**src/rtl/rv_pkg.sv**
```systemverilog
// Shared core package: machine word width and architectural register count
// used as defaults throughout the core.
package rv_pkg;

  localparam int unsigned RV_XLEN = 32;
  localparam int unsigned RV_NREG = 32;

endpackage : rv_pkg

```
**src/rtl/rf_scoreboard.sv**
```systemverilog
// Pending-write scoreboard: tracks registers awaiting writeback, raises issue
// stall on RAW/WAW hazards and flags writebacks to registers with no pending write.
module rf_scoreboard
  import rv_pkg::*;
#(
  parameter int unsigned NREG = RV_NREG,
  parameter int unsigned AW   = $clog2(NREG)
) (
  input  logic            clk,
  input  logic            rst_n,
  input  logic [AW-1:0]   rs1_addr,
  input  logic [AW-1:0]   rs2_addr,
  input  logic            rs1_used,
  input  logic            rs2_used,
  input  logic            wr_en,
  input  logic [AW-1:0]   wr_addr,
  input  logic            iss_valid,
  input  logic            iss_wr,
  input  logic [AW-1:0]   iss_rd,
  output logic            stall,
  output logic [NREG-1:0] busy_vec,
  output logic            wb_err
);

  logic [NREG-1:0] busy_d;
  logic            rs1_hz;
  logic            rs2_hz;
  logic            waw_hz;
  logic            stall_c;
  logic            issue_set;

  // Hazard detection; a writeback landing this cycle resolves the hazard.
  always_comb begin
    rs1_hz    = 1'b0;
    rs2_hz    = 1'b0;
    waw_hz    = 1'b0;
    busy_d    = busy_vec;
    rs1_hz    = iss_valid && rs1_used && busy_vec[rs1_addr]
                && !(wr_en && (wr_addr == rs1_addr));
    rs2_hz    = iss_valid && rs2_used && busy_vec[rs2_addr]
                && !(wr_en && (wr_addr == rs2_addr));
    waw_hz    = iss_valid && iss_wr && (iss_rd != AW'(0)) && busy_vec[iss_rd]
                && !(wr_en && (wr_addr == iss_rd));
    stall_c   = rs1_hz || rs2_hz || waw_hz;
    issue_set = iss_valid && iss_wr && (iss_rd != AW'(0)) && !stall_c;
    // Clear first so a same-cycle set on the same register wins.
    if (wr_en) begin
      busy_d[wr_addr] = 1'b0;
    end
    if (issue_set) begin
      busy_d[iss_rd] = 1'b1;
    end
    busy_d[0] = 1'b0;
  end

  assign stall = stall_c;

  always_ff @(posedge clk) begin
    if (!rst_n) begin
      busy_vec <= '0;
      wb_err   <= 1'b0;
    end else begin
      busy_vec <= busy_d;
      if (wr_en && (wr_addr != AW'(0)) && !busy_vec[wr_addr]) begin
        wb_err <= 1'b1;
      end
    end
  end

endmodule : rf_scoreboard

```
**src/rtl/regfile_scoreboard.sv**
```systemverilog
// Integer register file with write-through bypass and an attached
// pending-write scoreboard for in-order issue.
module regfile_scoreboard
  import rv_pkg::*;
#(
  parameter int unsigned XLEN = RV_XLEN,
  parameter int unsigned NREG = RV_NREG,
  parameter int unsigned AW   = $clog2(NREG)
) (
  input  logic            clk,
  input  logic            rst_n,
  input  logic [AW-1:0]   rs1_addr,
  input  logic [AW-1:0]   rs2_addr,
  input  logic            rs1_used,
  input  logic            rs2_used,
  output logic [XLEN-1:0] rs1_data,
  output logic [XLEN-1:0] rs2_data,
  input  logic            wr_en,
  input  logic [AW-1:0]   wr_addr,
  input  logic [XLEN-1:0] wr_data,
  input  logic            iss_valid,
  input  logic            iss_wr,
  input  logic [AW-1:0]   iss_rd,
  output logic            stall,
  output logic [NREG-1:0] busy_vec,
  output logic            wb_err
);

  logic [XLEN-1:0] regs [NREG];

  always_ff @(posedge clk) begin
    if (!rst_n) begin
      for (int unsigned i = 0; i < NREG; i++) begin
        regs[i] <= '0;
      end
    end else if (wr_en && (wr_addr != AW'(0))) begin
      regs[wr_addr] <= wr_data;
    end
  end

  // Bypass is suppressed while reset is asserted so reads show stored contents.
  always_comb begin
    rs1_data = '0;
    rs2_data = '0;
    if (rs1_addr != AW'(0)) begin
      rs1_data = (rst_n && wr_en && (wr_addr == rs1_addr)) ? wr_data : regs[rs1_addr];
    end
    if (rs2_addr != AW'(0)) begin
      rs2_data = (rst_n && wr_en && (wr_addr == rs2_addr)) ? wr_data : regs[rs2_addr];
    end
  end

  rf_scoreboard #(
    .NREG (NREG),
    .AW   (AW)
  ) u_sb (
    .clk       (clk),
    .rst_n     (rst_n),
    .rs1_addr  (rs1_addr),
    .rs2_addr  (rs2_addr),
    .rs1_used  (rs1_used),
    .rs2_used  (rs2_used),
    .wr_en     (wr_en),
    .wr_addr   (wr_addr),
    .iss_valid (iss_valid),
    .iss_wr    (iss_wr),
    .iss_rd    (iss_rd),
    .stall     (stall),
    .busy_vec  (busy_vec),
    .wb_err    (wb_err)
  );

endmodule : regfile_scoreboard

```
**config.mk**
```make
export PLATFORM = sky130hd
export DESIGN_NAME = regfile_scoreboard
export DESIGN_NICKNAME = d
export VERILOG_FILES = /design/src/rtl/rv_pkg.sv /design/src/rtl/rf_scoreboard.sv /design/src/rtl/regfile_scoreboard.sv
export SDC_FILE = /design/constraint.sdc
export NUM_CORES = 2
export LEC_CHECK = 0
export ABC_AREA = 1
export BUFFER_PORTS_ARGS = -buffer_cell sky130_fd_sc_hd__buf_2
export CELL_PAD_IN_SITES_DETAIL_PLACEMENT = 1
export CELL_PAD_IN_SITES_GLOBAL_PLACEMENT = 1
export CORE_ASPECT_RATIO = 0.7
export CORE_MARGIN = 4
export CORE_UTILIZATION = 29
export CTS_BUF_LIST = sky130_fd_sc_hd__clkbuf_8
export DETAILED_ROUTE_END_ITERATION = 16
export PLACE_DENSITY_LB_ADDON = 0.08
export SYNTH_ARGS = -nofsm -noshare
export SYNTH_HDL_FRONTEND = slang
export SYNTH_SLANG_ARGS = --single-unit
```
**constraint.sdc**
```tcl
create_clock -name clk -period 8 [get_ports clk]
set_input_delay 1.6 -clock clk [delete_from_list [all_inputs] [get_ports clk]]
set_output_delay 1.6 -clock clk [all_outputs]
set_load 0.05 [all_outputs]
```
After elaboration in Yosys (flattened, before gate mapping)

Memory sizes are Yosys's and may differ from the RTL's.
Cells that the tools add are included.

Register bits: 33
Bits in writable memories: 1024
Input port bits: 59
Output and inout port bits: 98
Word-level logic and storage cells: 74
Memories: 1

$lt $le $gt $ge: 6
Equal/unequal tests: 3
Muxes and demuxes: 25
Bitwise gates (word level): 3
Reduce and logical (&&, ||, !) cells: 33

Memories:

| memory | words | width | read ports | clocked after memory_dff | wr ports | RTL line                 | source |
|---|---|---|---|---|---|---|---|
| regs   | 32    | 32    | 2          | 0                        | 32       | regfile_scoreboard.sv:29 | `logic [XLEN-1:0] regs [NREG];` |

Operators by type and width:

| cell                                                 | count |
|---|---|
| two-way mux 32 bit                                   | 7 |
| bitwise AND 32 bit                                   | 1 |
| inverter 32 bit                                      | 1 |
| OR 32 bit                                            | 1 |
| OR reduction 32 bit                                  | 1 |
| < comparator 5 x 6 -> 1 bit (second input constant)  | 4 |
| logical AND 1 bit                                    | 21 |
| binary-select mux 1 bit (select 5 bit)               | 4 |
| nonzero test 5 bit                                   | 4 |
| == test 5 bit                                        | 3 |
| two-way mux 1 bit                                    | 11 |
| demux 1 bit (select 5 bit)                           | 2 |
| >= comparator 5 x 1 -> 1 bit (second input constant) | 2 |
| zero test 1 bit                                      | 5 |
| two-way mux 5 bit                                    | 1 |
| logical OR 1 bit                                     | 2 |

Logic depth before layout (Yosys ltp)

Word-level depth: 9
Gate-level depth with buffers: 15

Modules after synthesis

From an unflattened synthesis, not the netlist that was laid out.

Cells, all modules: 7930
Area total of the unflattened synthesis: 61242.5 sq um

By module, submodules not included:

| module             | instances | cells each | area each (sq um) |
|---|---|---|---|
| regfile_scoreboard | 1         | 7374       | 58233.4 |
| rf_scoreboard      | 1         | 556        | 3009.1 |

Least setup slack after synthesis

OpenSTA, ideal clock, no wires.

Kind: input-to-output
From: input rs1_addr[4]
To: output rs1_data[16]
Arrival: 3.613 ns
Data required time: 6.400 ns
Path slack: 2.787 ns
Stages: 10
Buffers on the path: 3
Path through: buf_2 -> inv_2 -> nor2_1 -> nor3_1 -> nand3_1 -> nor2_2 -> inv_2 -> buf_2 -> buf_2 -> a31oi_1

Cells in the longest elaborated chain, start to end: 4
Elaborated cells on any way between the ends: 6

Ends and longest elaborated chain:

| what                                                              | RTL line                 | source |
|---|---|---|
| start: declaration                                                | regfile_scoreboard.sv:12 | `input logic [AW-1:0] rs1_addr,` |
| branches (longest 3 deep; another with memory read (32 x 32 bit)) | -                        |  |
| two-way mux 32 bit *                                              | regfile_scoreboard.sv:45 | `if (rs1_addr != AW'(0)) begin` |
| end: declaration                                                  | regfile_scoreboard.sv:16 | `output logic [XLEN-1:0] rs1_data,` |

Every way passes the cells marked *.

Worst setup path after layout

From: input rs1_addr[0]
To: output rs1_data[6]

Same word-level chain as after synthesis.

==> summary.txt <==
Power and ir drop
  • Flop pwr share: 47.2%
  • Comb pwr share: 15.7%
  • P_int: between 9 and 10 mW
  • Sw Ratio: 32.4%
  • Power consumption: 13.8 mW
  • Peak supply drop: 0.124 mV
  • Clock power share: 37.0%
  • Lkg Pwr: 24.8 nW
  • Net Switching: 4.45 mW
  • Pwr/cell area: 210 nW/um2

Timing
  • Finish-stage setup viols: 0
  • Final setup TNS: 0 ns
  • Tightest Pin Transition: between 1 and 1.5 ns
  • Final min period: 6.49 ns
  • Max-slew headroom: 15.1%
  • Final worst path period share: 81.1%
  • Setup ws final: 1.51 ns
  • Slew Viols, Final: 0
  • RSZ-0062 raised after global routing: no
  • Setup Skew: 0.0355 ns
  • Final-report hold violation count: 0
  • FMAX: 154 MHz

Critical path
  • CP Cell Sequence: buf_8, inv_8, buf_4, a21oi_1, o21ai_0, o21ai_0, o22ai_1, o21ai_1, a21oi_1, a21oi_1, buf_2
  • Critical path type: in -> out
  • Worst Reg2Reg Path Length in Cells: 11
  • Critical Path Sink Type: output pin
  • Crit path arrival time: 4.89 ns
  • RR Endpoint: u_sb.busy_vec[25]
  • Worst path most repeated cell: a21oi_1
  • Max stage delay cell, worst path: a21oi_1
  • CP peak stage delay: 0.75 ns
  • Crit-path max FO: 92
  • Required time of the critical path: 6.40 ns
  • Reg2reg start: u_sb.busy_vec[21]
  • R2r setup slk: 5.57 ns
  • Type of origin of the critical path: input port

Layout
  • Layout cells sized above 1: 9.21%
  • Commonest non-fill, non-tap cell in the layout: nor2_1
  • Most frequent cells in the layout: nor2_1 (1383), edfxtp_1 (1024), nand2_1 (904)
  • Nets: 6965
  • Area Overhead vs Synth: 11.8%

Drt
  • Vias/cell: 5.66
  • Wirelength per Cell: about 32 um
  • Antenna-violating nets left: 0
  • Routed WL: 309000 um
  • Via Count: ~55k
  • TritonRoute pass-1 iters: 6
  • 1st-iter DRT viols: 6276
  • DRC viols: 0

Floorplanning
  • Die Span Y: 384 um
  • Num ports: 157
  • Cell row count: about 140
  • Core area: between 150000 and 200000 um2
  • Starting Density: slightly below 30%
  • Die Width: 545 um
  • Die area: 209000 um2

Clock network
  • CTS tree: yes
  • Hold bufs inserted after CTS: 0
  • CTS sink cnt: 1056
  • H-tree levels: 4
  • Cts repair resizes: 0
  • Worst-path clk slew: 0.07 ns
  • CTS root buffer: clkbuf_8
  • Skew-Pair Late Insertion Delay: 0.95 ns
  • Setup Fix Bufs, Post-CTS: 0
  • CTS Buf Count: ~200
  • Bufs on Longest Clock Path: 4

Synthesis
  • Synth warn: 0
  • Synth cell types: 33
  • Sequential-to-total area share from yosys stat: 53.6%
  • Synth Register Bits: 1056
  • Synthesized instance count: 7000
  • Yosys top cell area share: a little over half
  • Synth area leaders: edfxtp_1 (53%), nor2_1 (8.9%), o21ai_0 (6.6%), nand2_1 (6.2%), nand3_1 (5.3%)
  • Netlist Area Pre-Place: about 59000 um2
  • Avg Cell Area, Syn: about 8.4 um2
  • Synth area leader: edfxtp_1

Placed design
  • Post-Place Setup Slack: 1.55 ns
  • # port buffers: 155
  • DP Wirelength: between 150000 and 200000 um
  • Gpl congestion: around 0.83

Global route
  • Gr ovfl total: 0
  • First-pass GRT wire length: ~430000 um
  • Met3 Track Usage GR: 5.03%
  • Most used routing layer: met2
  • All-Layer GR Usage: between 20 and 30%
  • Met2 usage in global routing: 43.9%
  • Initial antenna violation count: 14
  • Vias in the first global route: 53.2k
  • Pin count of the biggest net entering global routing: 197
  • Met1 Usage GRT: between 40% and 50%

Job
  • Max-cap violation count: 0

Worst hold path
  • Worst Hold Launch: u_sb.wb_err
  • Hold Crit Depth: 2
  • Worst Hold End: u_sb.wb_err
  • Hold WC Path Type: reg -> reg

Run status
  • Outcome: finished, final reports clean
==> per-layer routing <==
layer  wire length, um  vias up
met4             10800        0
met5                 0        -
met2            135000     2300
li1                  -    23894
met1            140000    28285
met3             23400      480
==> through the flow <==
step,std cells,cell area (um2),utilization (%),hold WS [ns]
floorplan,7032,58600,-,0.667
global placement,9344,61900,31.0,0.441
detailed placement,9344,61900,31.0,0.452
CTS,9701,65400,32.7,0.463
global route,9703,65400,32.7,0.490
finish,9706,65400,32.7,0.457
==> cell families after synthesis <==
| family | count (synthesis) | synth area share, % |
|---|---|---|
| XOR/XNOR | 2 | 0.0299 |
| AND/OR/NAND/NOR | 3000 | 20.7 |
| other | 1 | 0.00641 |
| AO/OA/AOI/OAI | 1758 | 17.4 |
| flip-flops | 1056 | 53.6 |
| buffers and inverters | 1183 | 8.23 |
==> state kept, by name, summed over array words and instances, names as in the netlist <==
signal	cells
u_sb.wb_err	1
regs	1024
u_sb.busy_vec	31
==> final cells by class <==
class / instances / area (um2)
Fill cell: 23571 / 134000
Sequential cell: 1056 / 31400
Multi-Input combinational cell: 4793 / 22700
Tap cell: 2641 / 3300
Clock buffer: 204 / 2810
Timing Repair Buffer: 341 / 2570
Inverter: 513 / 1960
Clock inverter: 153 / 717
Antenna cell: 5 / 12.5
==> critical path: cells and delay by family <==
kind	cells	cell delay, ns
buffers and inverters	4	1.56
AOI/OAI and AO/OA	7	1.47
==> synthesized netlist by cell type <==
master	number
buf_2	215
buf_6	4
o21bai_1	4
nor2_2	3
conb_1	1
nor2_1	1388
a21oi_1	470
edfxtp_1	1024
a211oi_1	2
a31oi_1	7
buf_4	19
nand3_1	624
clkinv_1	2
buf_1	35
inv_1	504
nand4_1	3
o2111ai_1	100
nand3b_1	1
xor2_1	2
clkbuf_2	3
dfxtp_1	32
o22ai_1	27
clkbuf_1	394
a2111oi_0	1
o211ai_1	350
o21ai_0	767
nor2_4	1
nand2_1	966
o21ai_1	6
inv_2	7
o211a_1	1
nor3_1	14
o221ai_1	23
==> power by group through the flow <==
| stage | logic [mW] | clock network, mW | registers, mW |
|---|---|---|---|
| floorplan | 1.22 | 0 | 6.56 |
| global placement | 2.13 | 0 | 6.60 |
| detailed placement | 2.14 | 0 | 6.60 |
| CTS | 2.14 | 5.21 | 6.49 |
| global route | 2.29 | 5.47 | 6.52 |
| finish | 2.16 | 5.09 | 6.49 |
==> worst max-delay path by stage <==
stage,startpoint,to,slack (ns),cells past startpoint
global placement,rs1_addr[0],rs1_data[8],1.53,10
CTS,rs2_addr[1],rs2_data[24],1.53,11
finish,rs1_addr[0],rs1_data[6],1.51,11
global route,rs1_addr[0],rs1_data[19],1.38,11
detailed placement,rs2_addr[1],rs2_data[24],1.55,11
floorplan,rs1_addr[4],rs1_data[16],2.79,10
Note: power is estimated with default switching activity, not from simulation.
